$ cat src/rtl/game_status_ctrl.sv
// Game state / score / player-blood controller for ENEMY_NUM enemy channels.
// Hit and kill pulses are latched per channel between frames and applied once per frame tick.
module game_status_ctrl #(
  parameter int ENEMY_NUM      = 4,
  parameter int SCORE_W        = 8,
  parameter int BLOOD_W        = 10,
  parameter int FULL_BLOOD     = 100,
  parameter int KILL_PTS       = 1,
  parameter int DMG_PER_HIT    = 5,
  parameter int INVULN_FRAMES  = 30,
  parameter int KILLS_PER_WAVE = 8,
  parameter int WAVE_W         = 4
) (
  input  logic                 Clk,
  input  logic                 Reset_n,
  input  logic                 game_frame_clk_rising_edge,
  input  logic                 start,
  input  logic [ENEMY_NUM-1:0] Enemy_Kill,
  input  logic [ENEMY_NUM-1:0] Enemy_Attack_Hit,
  output logic [1:0]           Game_State,
  output logic [SCORE_W-1:0]   Score,
  output logic [BLOOD_W-1:0]   Player_Blood,
  output logic [WAVE_W-1:0]    Wave,
  output logic                 Invuln,
  output logic                 Game_Over
);

  localparam int CNT_W = $clog2(ENEMY_NUM + 1);
  localparam int SUM_W = SCORE_W + 16;
  localparam int DMG_W = BLOOD_W + 5;
  localparam int WK_W  = $clog2(2 * KILLS_PER_WAVE);
  localparam int INV_W = (INVULN_FRAMES > 0) ? $clog2(INVULN_FRAMES + 1) : 1;
  localparam logic [SUM_W-1:0] SCORE_MAX = SUM_W'((64'd1 << SCORE_W) - 64'd1);

  typedef enum logic [1:0] {
    ST_IDLE = 2'd0,
    ST_PLAY = 2'd1,
    ST_OVER = 2'd2
  } state_t;

  state_t               r_state, w_state_next;
  logic [ENEMY_NUM-1:0] r_pend_kill, w_pend_kill_next;
  logic [ENEMY_NUM-1:0] r_pend_hit, w_pend_hit_next;
  logic [SCORE_W-1:0]   r_score, w_score_next;
  logic [BLOOD_W-1:0]   r_blood, w_blood_next;
  logic [WAVE_W-1:0]    r_wave, w_wave_next;
  logic [WK_W-1:0]      r_wave_kills, w_wave_kills_next;
  logic [INV_W-1:0]     r_invuln_cnt, w_invuln_cnt_next;
  logic                 r_invuln;
  logic                 r_game_over;

  logic                 w_tick;
  logic [CNT_W-1:0]     w_kills;
  logic [CNT_W-1:0]     w_hits;
  logic [SUM_W-1:0]     w_score_sum;
  logic [SCORE_W-1:0]   w_score_sat;
  logic [WK_W-1:0]      w_wk;
  logic                 w_wave_adv;
  logic [DMG_W-1:0]     w_dmg;
  logic                 w_dmg_taken;
  logic [BLOOD_W-1:0]   w_blood_hit;
  logic [BLOOD_W-1:0]   w_blood_upd;

  function automatic logic [CNT_W-1:0] popcnt(input logic [ENEMY_NUM-1:0] v);
    logic [CNT_W-1:0] c;
    c = '0;
    for (int i = 0; i < ENEMY_NUM; i++) c = c + CNT_W'(v[i]);
    return c;
  endfunction

  // Frame-tick arithmetic always works on the pending values latched during the previous frame.
  assign w_tick      = (r_state == ST_PLAY) && game_frame_clk_rising_edge;
  assign w_kills     = popcnt(r_pend_kill);
  assign w_hits      = popcnt(r_pend_hit);
  assign w_score_sum = SUM_W'(r_score) + SUM_W'(w_kills) * SUM_W'(KILL_PTS);
  assign w_score_sat = (w_score_sum > SCORE_MAX) ? '1 : w_score_sum[SCORE_W-1:0];
  assign w_wk        = r_wave_kills + WK_W'(w_kills);
  assign w_wave_adv  = (w_wk >= WK_W'(KILLS_PER_WAVE));
  assign w_dmg       = DMG_W'(w_hits) * DMG_W'(DMG_PER_HIT);
  assign w_dmg_taken = (r_invuln_cnt == '0) && (w_dmg != '0);
  assign w_blood_hit = (DMG_W'(r_blood) > w_dmg) ? (r_blood - w_dmg[BLOOD_W-1:0]) : '0;
  assign w_blood_upd = w_dmg_taken ? w_blood_hit : r_blood;

  // NOTE: sequential state uses non-blocking assignments so every register samples pre-edge values.
  always_ff @(posedge Clk or negedge Reset_n) begin
    if (!Reset_n) r_state <= ST_IDLE;
    else          r_state <= w_state_next;
  end

  // NOTE: each combinational block assigns a default first so no path can infer a latch.
  always_comb begin
    w_state_next = r_state;
    case (r_state)
      ST_IDLE: if (start) w_state_next = ST_PLAY;
      ST_PLAY: if (w_tick && (w_blood_upd == '0)) w_state_next = ST_OVER;
      ST_OVER: if (start) w_state_next = ST_IDLE;
      default: w_state_next = ST_IDLE;
    endcase
  end

  always_comb begin
    w_pend_kill_next  = '0;
    w_pend_hit_next   = '0;
    w_score_next      = r_score;
    w_blood_next      = r_blood;
    w_wave_next       = r_wave;
    w_wave_kills_next = r_wave_kills;
    w_invuln_cnt_next = r_invuln_cnt;
    case (r_state)
      ST_IDLE: begin
        if (start) begin
          w_score_next      = '0;
          w_blood_next      = BLOOD_W'(FULL_BLOOD);
          w_wave_next       = '0;
          w_wave_kills_next = '0;
          w_invuln_cnt_next = '0;
        end
      end
      ST_PLAY: begin
        // A pulse arriving on the tick cycle is kept for the following frame.
        w_pend_kill_next = (r_pend_kill & ~{ENEMY_NUM{game_frame_clk_rising_edge}}) | Enemy_Kill;
        w_pend_hit_next  = (r_pend_hit  & ~{ENEMY_NUM{game_frame_clk_rising_edge}}) | Enemy_Attack_Hit;
        if (w_tick) begin
          w_score_next = w_score_sat;
          if (w_wave_adv) begin
            w_wave_next       = (r_wave == '1) ? r_wave : r_wave + 1'b1;
            w_wave_kills_next = w_wk - WK_W'(KILLS_PER_WAVE);
          end else begin
            w_wave_kills_next = w_wk;
          end
          if (r_invuln_cnt != '0) begin
            w_invuln_cnt_next = r_invuln_cnt - 1'b1;
          end else if (w_dmg_taken) begin
            w_blood_next      = w_blood_hit;
            w_invuln_cnt_next = INV_W'(INVULN_FRAMES);
          end
        end
      end
      ST_OVER: w_invuln_cnt_next = '0;
      default: ;
    endcase
  end

  always_ff @(posedge Clk or negedge Reset_n) begin
    if (!Reset_n) begin
      r_pend_kill  <= '0;
      r_pend_hit   <= '0;
      r_score      <= '0;
      r_blood      <= BLOOD_W'(FULL_BLOOD);
      r_wave       <= '0;
      r_wave_kills <= '0;
      r_invuln_cnt <= '0;
      r_invuln     <= 1'b0;
      r_game_over  <= 1'b0;
    end else begin
      r_pend_kill  <= w_pend_kill_next;
      r_pend_hit   <= w_pend_hit_next;
      r_score      <= w_score_next;
      r_blood      <= w_blood_next;
      r_wave       <= w_wave_next;
      r_wave_kills <= w_wave_kills_next;
      r_invuln_cnt <= w_invuln_cnt_next;
      r_invuln     <= (w_invuln_cnt_next != '0);
      r_game_over  <= (r_state == ST_PLAY) && (w_state_next == ST_OVER);
    end
  end

  assign Game_State   = r_state;
  assign Score        = r_score;
  assign Player_Blood = r_blood;
  assign Wave         = r_wave;
  assign Invuln       = r_invuln;
  assign Game_Over    = r_game_over;

endmodule

$ cat config.mk
export PLATFORM = sky130hd
export DESIGN_NAME = game_status_ctrl
export DESIGN_NICKNAME = d
export VERILOG_FILES = /design/src/rtl/game_status_ctrl.sv
export SDC_FILE = /design/constraint.sdc
export NUM_CORES = 1
export LEC_CHECK = 0
export ABC_CLOCK_PERIOD_IN_PS = 5300
export CAP_MARGIN = 20
export CORE_MARGIN = 4
export CORE_UTILIZATION = 56
export DETAILED_ROUTE_END_ITERATION = 6
export HOLD_SLACK_MARGIN = 0.12
export PLACE_DENSITY_LB_ADDON = 0.1
export SLEW_MARGIN = 20
export SYNTH_ARGS = -nofsm -noshare
export SYNTH_HDL_FRONTEND = slang
export SYNTH_SLANG_ARGS = --single-unit
$ cat constraint.sdc
create_clock -name Clk -period 5.3 [get_ports Clk]
set_input_delay 1.06 -clock Clk [delete_from_list [all_inputs] [get_ports Clk]]
set_output_delay 1.06 -clock Clk [all_outputs]
set_load 0.005 [all_outputs]
# ---- Word-level counts from Yosys, hierarchy flattened
# Index checks and enable logic that the tools add are counted.
dict set report word_totals {
  ff_bits 43
  in_bits 12
  out_inout_bits 26
  elab_cells 83
}
dict set report op_classes {
  addsub 12
  n_mul 1
  order_cmp 3
  n_eq_ne 9
  muxes 29
  bitwise_logic 5
  reduce_logical 14
}
# cell count
set op_table {}
lappend op_table {{$mux 10} 5}
lappend op_table {{$mux 4} 8}
lappend op_table {{$mux 8} 3}
lappend op_table {{$mux 5} 4}
lappend op_table {{$pmux 10 s2} 1}
lappend op_table {{$pmux 4 s2} 2}
lappend op_table {{$pmux 8 s2} 1}
lappend op_table {{$pmux 5 s3} 1}
lappend op_table {{$reduce_bool 15->1} 1}
lappend op_table {{$gt 10x6->1} 1}
lappend op_table {{$logic_not 10->1} 1}
lappend op_table {{$ne 2x2->1 const B} 5}
lappend op_table {{$reduce_bool 5->1} 2}
lappend op_table {{$sub 10x6->10} 1}
lappend op_table {{$add 8x3->9} 1}
lappend op_table {{$gt 9x8->1 const B} 1}
lappend op_table {{$and 4x4->4} 2}
lappend op_table {{$or 4x4->4} 2}
lappend op_table {{$add 2x1->3} 2}
lappend op_table {{$add 3x1->3} 2}
lappend op_table {{$mul 3x3->6 const B} 1}
lappend op_table {{$mux 2} 3}
lappend op_table {{$pmux 2 s3} 1}
lappend op_table {{$logic_not 5->1} 1}
lappend op_table {{16 further kinds} 21}

# ---- Depth between registers and ports, before layout
# Gate-level depths: netlist of run 1.
dict set report logic_depth {
  word_depth 13
  depth_mapped 15
  ltp_nobuf 15
}

# ---- Least setup slack after synthesis of run 1
# Ideal clock, no wire load.
dict set report synth_timing {
  kind {register to register}
  startpoint {register r_pend_hit[0]}
  endpoint {register r_state[0] (netlist: Game_State[0])}
  setup_ns 0.140
  arrival_ns 3.842
  required_ns 5.160
  slack_ns 1.319
  stages_incl_launch_ff 16
  path_buffers 1
  synth_period_minus_slack_ns 3.981
  cell_sequence {dfrtp_1 fa_1 ha_1 ha_1 ha_1 fa_1 inv_1 ha_1 buf_4 nor2b_1 o31ai_4 a31oi_2 or4_4 a211o_1 a222oi_1 a31oi_1}
}
dict set report synth_via {
  elab_chain_cells 11
  elab_cells_between_ends 14
  classes_between {add/sub (4); mul (1); order compare (1); mux (4); reduce/logical (4)}
}
# element line_no
set synth_lines {}
lappend synth_lines {{from (decl)} 43} ;# logic [ENEMY_NUM-1:0] r_pend_hit, w_pend_hit_next;
lappend synth_lines {{from (signal assigned)} 157} ;# r_pend_hit <= w_pend_hit_next;
lappend synth_lines {{$add 1x1->2 (*)} 67} ;# for (int i = 0; i < ENEMY_NUM; i++) c = c + CNT_W'(v[i]);
lappend synth_lines {{$add 2x1->3 (*)} 67}
lappend synth_lines {{$add 3x1->3 (*)} 67}
lappend synth_lines {{$mul 3x3->6 (*)} 79} ;# assign w_dmg = DMG_W'(w_hits) * DMG_W'(DMG_PER_HIT);
lappend synth_lines {{$sub 10x6->10, or another cell as far along} 81} ;# assign w_blood_hit = (DMG_W'(r_blood) > w_dmg) ? (r_blood - w_dmg[BLOOD_W-1:0]) : '0;
lappend synth_lines {{$mux 10 or $logic_and 1x1->1 (tied branches)} {81, 80}}
lappend synth_lines {{$mux 10 (*)} n/a}
lappend synth_lines {{$logic_not 10->1 (*)} 95} ;# ST_PLAY: if (w_tick && (w_blood_upd == '0)) w_state_next = ST_OVER;
lappend synth_lines {{$logic_and 1x1->1 (*)} 95}
lappend synth_lines {{$mux 2 (*)} 95}
lappend synth_lines {{$pmux 2 s3 (*)} 93} ;# case (r_state)
lappend synth_lines {{net w_state_next[0]} 41} ;# state_t r_state, w_state_next;
lappend synth_lines {{to (signal assigned)} 87} ;# else r_state <= w_state_next;
lappend synth_lines {{to (decl)} 41}
# The timed path passes the listed nets; every way through them passes the cells marked *.
# A chain may end at the register's enable or synchronous reset.

# ---- Final worst setup path of run 1
dict set report layout_timing {
  startpoint {register r_pend_hit[0]}
  endpoint {register r_game_over (netlist: Game_Over)}
}
dict set report layout_via {
  elab_chain_cells 13
  elab_cells_between_ends 16
  classes_between {add/sub (4); mul (1); order compare (1); eq/ne (1); mux (4); reduce/logical (5)}
}
# element line_no
set layout_lines {}
lappend layout_lines {{$add 1x1->2 (*)} 67}
lappend layout_lines {{$add 2x1->3 (*)} 67}
lappend layout_lines {{$add 3x1->3 (*)} 67}
lappend layout_lines {{$mul 3x3->6 (*)} 79}
lappend layout_lines {{$sub 10x6->10, or another cell as far along} 81}
lappend layout_lines {{$mux 10 or $logic_and 1x1->1 (tied branches)} {81, 80}}
lappend layout_lines {{$mux 10 (*)} n/a}
lappend layout_lines {{$logic_not 10->1 (*)} 95}
lappend layout_lines {{$logic_and 1x1->1 (*)} 95}
lappend layout_lines {{$mux 2 (*)} 95}
lappend layout_lines {{$pmux 2 s3 (*)} 93}
lappend layout_lines {{$eq 2x2->1 (*)} 164} ;# r_game_over <= (r_state == ST_PLAY) && (w_state_next == ST_OVER);
lappend layout_lines {{$logic_and 1x1->1 (*)} 164}
lappend layout_lines {{to (signal assigned)} 164}
lappend layout_lines {{to (decl)} 50} ;# logic r_game_over;
# Mark *: on every way between the ends. The rest lies on a longest branch, timed or not.

==> results of run 1 <==
[power breakdown]
group          total [W]  leakage (nW)  switching, W  internal [W]
Combinational    0.00185         0.894       0.00102      0.000831
Clock           0.000214        0.0412      0.000121     0.0000923
Sequential      0.000618         0.520      0.000153      0.000465
[stage by stage]
step / std cells / setup WS (ps) / util (%)
floorplan: 323 / 1320 / -
global placement: 417 / 1170 / 65.3
detailed placement: 417 / 1090 / 65.3
CTS: 425 / 1070 / 67.0
global route: 425 / 799 / 67.0
finish: 425 / 1070 / 67.0
[worst max-delay path, delay by kind of cell (launching register included)]
kind                     cells  cell delay (ps)
adder cells (fa/ha/maj)      5             1850
buffers and inverters        1               70
AND/OR/NAND/NOR              2              630
AO/OA/AOI/OAI                4             1170
flip-flops                   1              410
[registers in the layout, summed over array words and instances, names as in the netlist]
name          flops
Game_Over         1
Game_State        2
Invuln            1
Player_Blood     10
Score             8
Wave              4
r_invuln_cnt      5
r_pend_hit        4
r_pend_kill       4
r_wave_kills      4
[logic make-up after synthesis]
family | after synthesis | synth area share (%)
flip-flops | 43 | 36.4
adder cells (fa/ha/maj) | 26 | 12.5
XOR/XNOR | 11 | 3.25
AND/OR/NAND/NOR | 118 | 21.7
buffers and inverters | 28 | 4.68
AO/OA/AOI/OAI | 97 | 21.5
[cells in the final DEF, fill, tap and decap left out, types with 7 or more instances in the layout]
master           count
clkdlybuf4s50_1     36
o21ai_0             19
nand3_1              9
a21o_1               8
nand2_1             24
nor2_1              29
a21oi_1             29
inv_1               14
nor3_1              10
and3_1               7
dfrtp_1             40
ha_1                20
xnor2_1              8
[final cells by class]
cell class,instances,area share [%]
Inverter,15,1.65
Sequential cell,43,31.6
Clock buffer,6,2.12
Timing Repair Buffer,37,10.7
Multi-Input combinational cell,252,51.1
Clock inverter,2,0.366
Tap cell,70,2.56
[path summary, 6_finish.rpt]
check | start | endpoint | slack (ps) | depth (start not counted)
max | r_pend_hit[0] | Game_Over | 1070 | 12
min | r_wave_kills[0] | r_wave_kills[0] | 510 | 2
max reg2reg | r_pend_hit[0] | Game_Over | 1070 | 12
min reg2reg | r_wave_kills[0] | r_wave_kills[0] | 510 | 2
max in group asynchronous | Reset_n | Player_Blood[1] | 3840 | 1
min in group asynchronous | Reset_n | Score[6] | 880 | 1
[routing by layer]
layer  vias up  part of all wire [%]  track usage (%)
li1       1226                     -                -
met1      1253                    46             30.7
met2        70                    48             37.0
met3         9                   4.3             3.66
met4         0                   1.2             6.93
met5         -                     0                0
==> metrics.txt, run 1 <==
run status=finished clean; Nets=392; I/O pins=38; I/O Buffers=37; Syn Area/Cell=between 9 and 10 µm²; Peak supply drop=0.000489 V; area grow syn2layout=15.4%; Worst Setup End Kind=flop; number of synthesized flops with an enable pin=0; Vias=2558; Overall Global Routing Usage=22.5%; CP cell instances=fa_1, ha_1, ha_1, ha_1, fa_1, inv_1, o31a_2, and3b_1, nor4_2, a31oi_1, a221o_1, a211oi_1; Residual DRC=0; top cells by area, synth=dfrtp_1, ha_1, a21oi_1; Top cell by count, worst path=ha_1; gr ovfl total=0; layout cells sized above 1=7.04%; CP Max Fanout=8; Final Critical Period=approximately 4200 ps; Avg WL per Cell=16.0 µm; PostCTS Resize Cnt=0; RSZ-0062 raised after global routing=false; core box area=just over 5000 µm²; Syn Nets=361; Die ar.=6530 µm²; Final Setup Violations=0; placed cell area=3340 µm²; CTS tree=built; cts bufs inserted=5; Post CTS Setup Buffer Count=0; Synth top cells by count=dfrtp_1, a21oi_1, nor2_1; post-synth top area cell=dfrtp_1; Root Driver=clkbuf_8; power density cells=~780 nW/µm²; Post-Synthesis Cell Area=between 2000 and 3000 µm²; first-pass GRT wire length=11500 µm; Clock Path Buffers=2; DRT antenna net count=0; maximum capacitance violations=0; RD Place Congestion=0.899; arrival time worst endpoint=4440 ps; register area=1080 µm²; Crit Path Category=reg2reg; diode count=0; critical path startpoint category=flop; WHS=506 ps; pin count of the biggest net entering global routing=between 40 and 50; initial antenna violation count=0; number of global-route vias before repair=2427; Finished Cell Area=~3400 µm²; post-synthesis sequential area ratio=36.4%; fill count=between 400 and 500; Power Total=around 0.0027 W; CP max-delay cell=fa_1; Mapped Cells=approximately 320; #FFs+latches synth=43; max incr delay on CP=700 ps; Yosys top cell area share=33.7%; Hold Crit Class=reg2reg; Setup Total Neg Slack=0 ps; row count=26; most frequent cell after synthesis=dfrtp_1; Lkg Pwr=1.46 nW; clk sinks=43; CTS Hold Bufs=0; Hold Fails Final Rpt=0; Initial DRT Pass Iterations=4; Routed WL=6810 µm; synth warn=0; area of the multi-input gates=1750 µm²; H-tree depth=2; Die X=between 80 and 90 µm; Initial Util=around three fifths; Synth Flop Type=dfrtp_1; clock slew at reported path FFs=90 ps; Skew-Pair Late Insertion Delay=310 ps; Initial DRC Count=between 150 and 200; Pins Over Slew Limit=0; Die H=80.8 µm; slew at the pin with the worst max-slew slack=916 ps; Slew HR=about two fifths; Layout Skew=10.3 ps; Worst EP required=5510 ps; Async S/R FF share, synth=100%; max frequency=roughly 0.24 GHz; Vias/cell=approximately 6.0; fin crit share=79.9%; Synth cell types=60; DP Wirelength=5140 µm
Power figures use the tool's default switching activity.
==> inputs of run 2 (changes only) <==
- ABC_CLOCK_PERIOD_IN_PS: 5300 -> 3900
- clock period: 5.3 -> 3.9 ns (I/O delays scaled with it)
==> run 2 against run 1 <==
Routed wire length increased by 16%. Cell count rose by 8.7%. Register-to-register slack worse by 1100 ps.
==> metrics.txt, run 2 (synthesized netlist as in run 1, its figures left out) <==
run status=finished clean; Initial Util=58.1%; first-pass GRT wire length=13100 µm; max incr delay on CP=550 ps; Die H=80.8 µm; Avg WL per Cell=17.1 µm; CP cell instances=fa_1, ha_2, ha_4, ha_4, fa_2, buf_4, nor2b_1, a221o_1, nor3_4, and3_4, nand3b_1, a222oi_1, buf_4, a31oi_1; max FFs per register=10; worst r2r dst=Game_State[0]; Vias=2736; critical path startpoint category=flop; clk sinks=43; Die X=about 81 µm; Layout Skew=6.76 ps; maximum capacitance violations=0; Hold Path Sink=r_wave_kills[2]; Crit Path Category=reg2reg; WHS=498 ps; Finished Cell Area=3820 µm²; Final Setup Violations=0; CP delay by family, top=adder cells; WHS Path Cells=2; Final Critical Period=3890 ps; core box area=5110 µm²; Nets=429; Skew-Pair Late Insertion Delay=300 ps; Initial DRT Pass Iterations=5; FF-to-FF Start=r_pend_hit[0]; fin crit share=99.7%; layout cells sized above 1=18.9%; hold path start=r_wave_kills[2]; Worst R2R Path Depth=14; row count=26; placed cell area=3570 µm²; Routed WL=approximately 8000 µm; gr ovfl total=0; Vias/cell=5.92; area grow syn2layout=28.8%; arrival time worst endpoint=4050 ps; pin count of the biggest net entering global routing=44; commonest non-fill, non-tap cell in the layout=dfrtp_1; Hold Crit Class=reg2reg; post-route insts no fill=462; Pins Over Slew Limit=0; diode count=0; I/O Buffers=37; I/O pins=38; # placed instances=roughly 450; Initial DRC Count=160; Die ar.=approximately 6500 µm²; CP max-delay cell=fa_2; Hold Fails Final Rpt=0; Worst Setup End Kind=flop; DRT antenna net count=0; flop2flop setup slack=10 ps; Overall Global Routing Usage=26.0%; Root Driver=clkbuf_8; number of global-route vias before repair=2746; RD Place Congestion=0.921; Residual DRC=0; initial antenna violation count=0; Clock Path Buffers=2; slew at the pin with the worst max-slew slack=956 ps; CTS Hold Bufs=0; CP Max Fanout=6; DP Wirelength=5820 µm; RSZ-0062 raised after global routing=true; Worst EP required=slightly above 4000 ps; Buf/Inv on CP=2; commonest cells after routing, fill and taps aside=dfrtp_1, clkdlybuf4s50_1, buf_4; CTS tree=built; cts bufs inserted=5; Slew HR=36.3%; clock slew at reported path FFs=approximately 80 ps; H-tree depth=2; max frequency=0.257 GHz
[run 2: cell count changes in the layout (fill, tap and decap cells not counted), moves of 2 or more]
cell	change
ha_2	+2
inv_1	-2
fa_2	+2
ha_1	-6
ha_4	+4
buf_6	+2
inv_2	+2
buf_4	+35
fa_1	-2
[run 2: repair_timing]
| item | 4_1_cts | 5_1_grt |
|---|---|---|
| endpoints found under the setup margin | 3 | 7 |
| pin swaps | 5 | 9 |
| cloned | 0 | 0 |
| resized for setup | 11 | 7 |
| setup buffers | 1 | 6 |
[run 2: cell type report]
class                   instances  area (µm²)
clock buffers                   7        76.3
clock inverters                 1        30.0
fillers                       364        1290
inverters                      15        56.3
multi-input cells             252        1840
flip-flops and latches         43        1080
well taps                      70        87.6
repair buffers                 74         651
[run 2: worst max path at each step]
stage                             start             to  slack, ps  cells past startpoint
after floorplan           r_pend_hit[0]  Game_State[0]          4                     15
after global placement    r_pend_hit[0]  Game_State[0]       -130                     14
after detailed placement  r_pend_hit[0]  Game_State[0]       -240                     14
after CTS                 r_pend_hit[3]  Game_State[0]          2                     15
after global routing      r_pend_hit[0]  Game_State[0]       -110                     14
final                     r_pend_hit[0]  Game_State[0]         10                     14
[run 2: through the flow]
stage / TNS [ps] / utilization, % / worst slack, ps
3_5_place_dp: -500 / 70.0 / -244
2_1_floorplan: 0 / - / 3.70
3_3_place_gp: -241 / 70.0 / -126
5_1_grt: -319 / 74.8 / -112
4_1_cts: 0 / 73.4 / 2.26
6_report: 0 / 74.8 / 13.1
[run 2: per-layer routing]
metal	wire length [µm]	vias to the layer above	GRT usage (%)	part of all wire, %
met5	0	-	0	0
met4	137	0	8.28	1.7
met3	428	15	5.21	5.4
met2	3900	74	44.2	49
met1	3420	1342	33.5	43
li1	-	1305	-	-
[run 2: tightest hold or removal path: stages, from the launching register on]
cell	delay [ps]
dfrtp_1	360
nand2_1	50
o31ai_1	60
Power of run 2 is not shown: default switching activity piles up to over one toggle a cycle in this logic, so the estimate is an artifact.
